[config.mk]
export PLATFORM = sky130hd
export DESIGN_NAME = full_adder_4bit_flat
export DESIGN_NICKNAME = d
export VERILOG_FILES = /design/src/rtl/full_adder_4bit_pkg.sv /design/src/rtl/full_adder_4bit_if.sv /design/src/rtl/full_adder_4bit_cell.sv /design/src/rtl/full_adder_4bit.sv /design/src/flat_wrapper.sv
export SDC_FILE = /design/constraint.sdc
export NUM_CORES = 1
export LEC_CHECK = 0
export CAP_MARGIN = 20
export CORE_AREA = 2 2 39 41
export CTS_CLUSTER_DIAMETER = 40
export CTS_CLUSTER_SIZE = 20
export DETAILED_ROUTE_END_ITERATION = 16
export DIE_AREA = 0 0 41 43
export PLACE_DENSITY = 0.51
export SLEW_MARGIN = 20
export SYNTH_ARGS = -nofsm -noshare
export SYNTH_HDL_FRONTEND = slang
export SYNTH_HIERARCHICAL = 1
export SYNTH_SLANG_ARGS = --single-unit
[constraint.sdc]
create_clock -name clk -period 1.2 [get_ports clk]
set_clock_uncertainty 0.05 [all_clocks]
set_input_delay 0.24 -clock clk [delete_from_list [all_inputs] [get_ports clk]]
set_output_delay 0.24 -clock clk [all_outputs]
set_load 0.02 [all_outputs]
[src/rtl/full_adder_4bit_pkg.sv]
// -----------------------------------------------------------------------------
// adder_pkg
// Shared definitions for the registered ripple-carry adder slice.
//   ADDER_DEFAULT_WIDTH : default operand/sum width
//   adder_result_t      : {cout, sum} result record at the default width
// Optional feature macro used elsewhere in this slice: FULL_ADDER_4BIT_OVF_EN
// -----------------------------------------------------------------------------
package adder_pkg;

    localparam int ADDER_DEFAULT_WIDTH = 4;

    typedef struct packed {
        logic                           cout;
        logic [ADDER_DEFAULT_WIDTH-1:0] sum;
    } adder_result_t;

endpackage : adder_pkg

[src/rtl/full_adder_4bit_if.sv]
// -----------------------------------------------------------------------------
// full_adder_4bit_if
// Operand / result bundle for full_adder_4bit.
//   in_valid, A, B, Cin : operands, driven by the master
//   Sum, Cout, out_valid: registered result, driven by the slave (the adder)
//   Ovf                 : signed overflow, present only when
//                         FULL_ADDER_4BIT_OVF_EN is defined
// -----------------------------------------------------------------------------
interface full_adder_4bit_if
    import adder_pkg::*;
#(
    parameter int WIDTH = ADDER_DEFAULT_WIDTH
);
    logic             in_valid;
    logic [WIDTH-1:0] A;
    logic [WIDTH-1:0] B;
    logic             Cin;
    logic [WIDTH-1:0] Sum;
    logic             Cout;
    logic             out_valid;
`ifdef FULL_ADDER_4BIT_OVF_EN
    logic             Ovf;
`endif

`ifdef FULL_ADDER_4BIT_OVF_EN
    modport master (output in_valid, A, B, Cin, input Sum, Cout, out_valid, Ovf);
    modport slave  (input in_valid, A, B, Cin, output Sum, Cout, out_valid, Ovf);
`else
    modport master (output in_valid, A, B, Cin, input Sum, Cout, out_valid);
    modport slave  (input in_valid, A, B, Cin, output Sum, Cout, out_valid);
`endif

endinterface : full_adder_4bit_if

[src/rtl/full_adder_4bit_cell.sv]
// -----------------------------------------------------------------------------
// full_adder_1bit
// One combinational full-adder cell.
//   a, b : operand bits
//   cin  : carry in
//   s    : sum bit
//   cout : carry out
// -----------------------------------------------------------------------------
module full_adder_1bit (
    input  logic a,
    input  logic b,
    input  logic cin,
    output logic s,
    output logic cout
);
    logic p;

    assign p    = a ^ b;
    assign s    = p ^ cin;
    assign cout = (a & b) | (cin & p);

endmodule : full_adder_1bit

[src/rtl/full_adder_4bit.sv]
// -----------------------------------------------------------------------------
// full_adder_4bit
// Registered ripple-carry adder: {Cout, Sum} = A + B + Cin, one cycle after
// the operands are sampled with in_valid. Result holds while in_valid is low;
// out_valid marks the single cycle carrying a new result.
//   clk   : rising-edge clock
//   rst_n : asynchronous active-low reset, clears result and out_valid
//   bus   : full_adder_4bit_if.slave (operands in, registered result out)
// Optional: FULL_ADDER_4BIT_OVF_EN adds a registered signed-overflow flag Ovf.
// -----------------------------------------------------------------------------
module full_adder_4bit
    import adder_pkg::*;
#(
    parameter int WIDTH = ADDER_DEFAULT_WIDTH
) (
    input  logic               clk,
    input  logic               rst_n,
    full_adder_4bit_if.slave   bus
);
    // carry[i] is the carry into cell i; carry[WIDTH] is the final carry-out
    logic [WIDTH:0]   carry;
    logic [WIDTH-1:0] sum_c;

    logic [WIDTH-1:0] sum_q;
    logic             cout_q;
    logic             valid_q;

    assign carry[0] = bus.Cin;

    for (genvar i = 0; i < WIDTH; i++) begin : g_cell
        full_adder_1bit u_cell (
            .a    (bus.A[i]),
            .b    (bus.B[i]),
            .cin  (carry[i]),
            .s    (sum_c[i]),
            .cout (carry[i+1])
        );
    end

    always_ff @(posedge clk or negedge rst_n) begin
        if (!rst_n) begin
            sum_q   <= '0;
            cout_q  <= 1'b0;
            valid_q <= 1'b0;
        end else begin
            valid_q <= bus.in_valid;
            if (bus.in_valid) begin
                sum_q  <= sum_c;
                cout_q <= carry[WIDTH];
            end
        end
    end

    assign bus.Sum       = sum_q;
    assign bus.Cout      = cout_q;
    assign bus.out_valid = valid_q;

`ifdef FULL_ADDER_4BIT_OVF_EN
    // Signed overflow: carry into the MSB cell disagrees with carry out of it
    logic ovf_q;

    always_ff @(posedge clk or negedge rst_n) begin
        if (!rst_n) begin
            ovf_q <= 1'b0;
        end else if (bus.in_valid) begin
            ovf_q <= carry[WIDTH-1] ^ carry[WIDTH];
        end
    end

    assign bus.Ovf = ovf_q;
`endif

endmodule : full_adder_4bit

[src/flat_wrapper.sv]
// flat-port wrapper written by rule: the top's interface ports become plain ports
module full_adder_4bit_flat import adder_pkg::*;
#(
    parameter int WIDTH = ADDER_DEFAULT_WIDTH
)
  (clk, rst_n, bus_in_valid, bus_A, bus_B, bus_Cin, bus_Sum, bus_Cout, bus_out_valid);
  full_adder_4bit_if #(.WIDTH(WIDTH)) bus_i ();
  input  logic clk;
  input  logic rst_n;
  input wire logic [$bits(bus_i.in_valid)-1:0] bus_in_valid;
  input wire logic [$bits(bus_i.A)-1:0] bus_A;
  input wire logic [$bits(bus_i.B)-1:0] bus_B;
  input wire logic [$bits(bus_i.Cin)-1:0] bus_Cin;
  output wire logic [$bits(bus_i.Sum)-1:0] bus_Sum;
  output wire logic [$bits(bus_i.Cout)-1:0] bus_Cout;
  output wire logic [$bits(bus_i.out_valid)-1:0] bus_out_valid;
  assign bus_i.in_valid = bus_in_valid;
  assign bus_i.A = bus_A;
  assign bus_i.B = bus_B;
  assign bus_i.Cin = bus_Cin;
  assign bus_Sum = bus_i.Sum;
  assign bus_Cout = bus_i.Cout;
  assign bus_out_valid = bus_i.out_valid;
  full_adder_4bit #(.WIDTH(WIDTH)) u_core (.clk(clk), .rst_n(rst_n), .bus(bus_i));
endmodule
==> impl_results.md <==
* Critical path's slowest cell: fa_2
* Worst setup path endpoint: u_core/bus.Sum[3]
* Routability-driven placement congestion ratio at 0.587
* Final min period at 2.01 ns
* Average wire length per cell after detail routing at 12.7 µm
* Max Cap Violations at 0
* Failing checks: negative setup slack
* # diodes at 0
* Total number of clock tree sinks at 6
* Distinct cells, synth at 3
* Worst vdd ir at 0.000441 V
* Hold violation count in the final report at 0
* CTS tree: done
* I/O pin count at 18
* Dominant cells by area after synthesis: dfrtp_1 52%, fa_1 28%, mux2_2 20%
* Path class of the lowest-slack min-delay path: input pin to async pin
* Most frequently used cell type in the post-synthesis netlist: dfrtp_1
* Remaining global-route overflow at 0
* Global-route wire length before repair at 1030 µm
* Detail Route Antenna Nets at 0
* Worst-skew pair later-pin latency at 0.24 ns
* Post-synthesis instance total at 15
* Largest net degree at the start of global routing at 7
* Die boundary width at 41 µm
* Async SR Flop Fraction at 1.00
* Post-synth design cell area at 287 µm²
* Endpoint of the worst register-to-register path: u_core/bus.Sum[2]
* Post-synth EDFFs at 0
* Worst slew margin relative to its limit at 0.804
* Max Root-Sink Buffers at 2
* Final Max Slew Viols at 0
* Layout cells sized above 1 at 0.600
* Dpl hpwl at 501 µm
* Die outline height at 43 µm
* Total placed instance area at 487 µm²
* Top cells by count, synth: 6 x dfrtp_1, 5 x mux2_2, 4 x fa_1
* Number of nets in the final layout at 53
* Residual DRC count at 0
* Worst slew pin tran at 0.293 ns
* Delay contributed by the slowest stage of the critical path at 0.41 ns
* Number of placement rows at 14
* Share of the yosys chip area belonging to registers at 0.524
* Total of warnings raised by yosys at 6
* Unrepaired setup endpoints after global routing: yes
* Global routing usage summed across all routing layers at 0.0975
* Area leader, netlist: dfrtp_1
* Area fraction of the dominant cell type after synthesis at 0.524
* FMAX at 497 MHz
* Via count of the first global-routing pass at 197
* Total leakage power at 0.000209 µW
* Status: complete, but fails checks
* Antenna violations before repair at 0
* Power density normalized to cell area at 1350 nW/µm²
* Starting Density at 0.207
* WP data required at 1.28 ns
* Critical path class: input pin to flip-flop
* Non-Filler Cell Area, Final at 484 µm²
* Maximum fanout encountered on the critical timing path at 1
* Total Die Area at 1760 µm²
* Routed vias/inst at 3.86
* Primary flip-flop cell chosen by synthesis mapping: dfrtp_1
* Core Box Area at 1380 µm²
* Synthesized area per cell at 19.1 µm²
* Most prevalent standard cell on the critical path: fa_2
* Crit path launch type: input pin
* Clock H-tree levels at 1
* Cts-stage hold buffer count at 0
* Number of cells on the worst reg-to-reg path at 1
* Summed negative setup slack over all endpoints at -2.15 ns
* Worst path cell trace: buf_6 -> fa_2 -> fa_2 -> fa_2 -> fa_2 -> mux2_4
* Area added between synthesis and finish at 69.0%
* Number of synthesized register bits at 6
* CP arrival at 2.09 ns
* Reg-to-reg setup timing slack at 0.39 ns
* Total setup violations reported at the end of the flow at 4
* Syn_nets at 31
* Final period utilization at 1.68
* Routed vias at 197
* Num CTS Buffers at 3
* Startpoint of the most critical register-to-register path: u_core/bus.Sum[2]
* Clock transition at the register clock pins on the worst setup and hold paths after CTS at 0.05 ns
* Root buffer cell: clkbuf_4
* Final worst setup slack at -0.812 ns
* Port bufs at 17
* Worst setup path start: bus_B[0]
* Post-detailed-routing wire length at 647 µm
* Initial DRC Count at 2
* First-pass iteration count of the detailed router at 2
* Crit end category: flip-flop
cell type report:
type                            instances  area (µm²)
Fill cell                             138         900
Timing Repair Buffer                   17         141
Multi-Input combinational cell          9         150
Tap cell                               16        20.0
Clock buffer                            3        22.5
Sequential cell                         6         150
flip-flops by register name (all words and copies together) (netlist names):
register,count
u_core/bus.Sum,4
u_core/bus.Cout,1
u_core/bus.out_valid,1
logic make-up after synthesis:
| family | after synthesis | share of synthesized area |
|---|---|---|
| adder cells (fa/ha/maj) | 4 | 0.279 |
| multiplexers | 5 | 0.196 |
| flip-flops | 6 | 0.524 |
what timing repair did:
| action | in CTS | in global routing |
|---|---|---|
| setup endpoints to repair | 11 | 9 |
| buffers inserted | 0 | 0 |
| pin swaps | 4 | 4 |
| gates resized for setup | 32 | 6 |
| endpoints found under the hold margin | 0 | 0 |
| cloned | 0 | 0 |
worst min-delay path by stage:
stage | to | startpoint | slack (ns)
after floorplan | u_core/bus.Cout | rst_n | -0.11
after global placement | u_core/bus.Sum[0] | u_core/bus.Sum[0] | 0.44
after detailed placement | u_core/bus.Sum[3] | u_core/bus.Sum[3] | 0.44
after CTS | u_core/bus.Sum[3] | rst_n | 0.19
after global routing | u_core/bus.Sum[3] | rst_n | 0.20
final | u_core/bus.Sum[3] | rst_n | 0.19
worst max-delay path, delay by kind of cell:
family	cells	cell delay (ns)
adders and majority gates	4	1.49
muxes	1	0.26
buffers and inverters	1	0.09
routing by layer:
layer  GRT usage  up-vias  routed length, µm
li1            -       90                  -
met1       0.127       89                295
met2      0.0969       18                243
met3      0.0785        0                108
met4      0.0800        0                  0
met5           0        -                  0
layout by cell type (no fill, tap or decap):
cell,Yosys,routed
clkbuf_4,0,3
fa_2,0,4
clkdlybuf4s50_1,0,6
clkbuf_2,0,2
buf_6,0,2
clkdlybuf4s15_2,0,1
dfrtp_1,6,6
dlygate4sd2_1,0,2
mux2_2,5,4
mux2_4,0,1
buf_2,0,4
through the flow:
| stage | worst slack [ns] | total power [µW] | hold slack (ns) | utilization | std cells |
|---|---|---|---|---|---|
| floorplan | -0.941 | 360 | -0.106 | - | 15 |
| finish | -0.812 | 652 | 0.192 | 0.350 | 51 |
| detailed placement | -1.45 | 499 | 0.445 | 0.352 | 48 |
| global route | -0.867 | 711 | 0.199 | 0.350 | 51 |
| CTS | -0.851 | 689 | 0.191 | 0.366 | 51 |
| global placement | -1.44 | 499 | 0.441 | 0.352 | 48 |
power breakdown:
part / internal (µW) / switching (µW)
sequential: 240 / 18.1
combinational: 103 / 99.1
clock: 114 / 77.8
No activity file was read; power rests on OpenSTA's default activity.
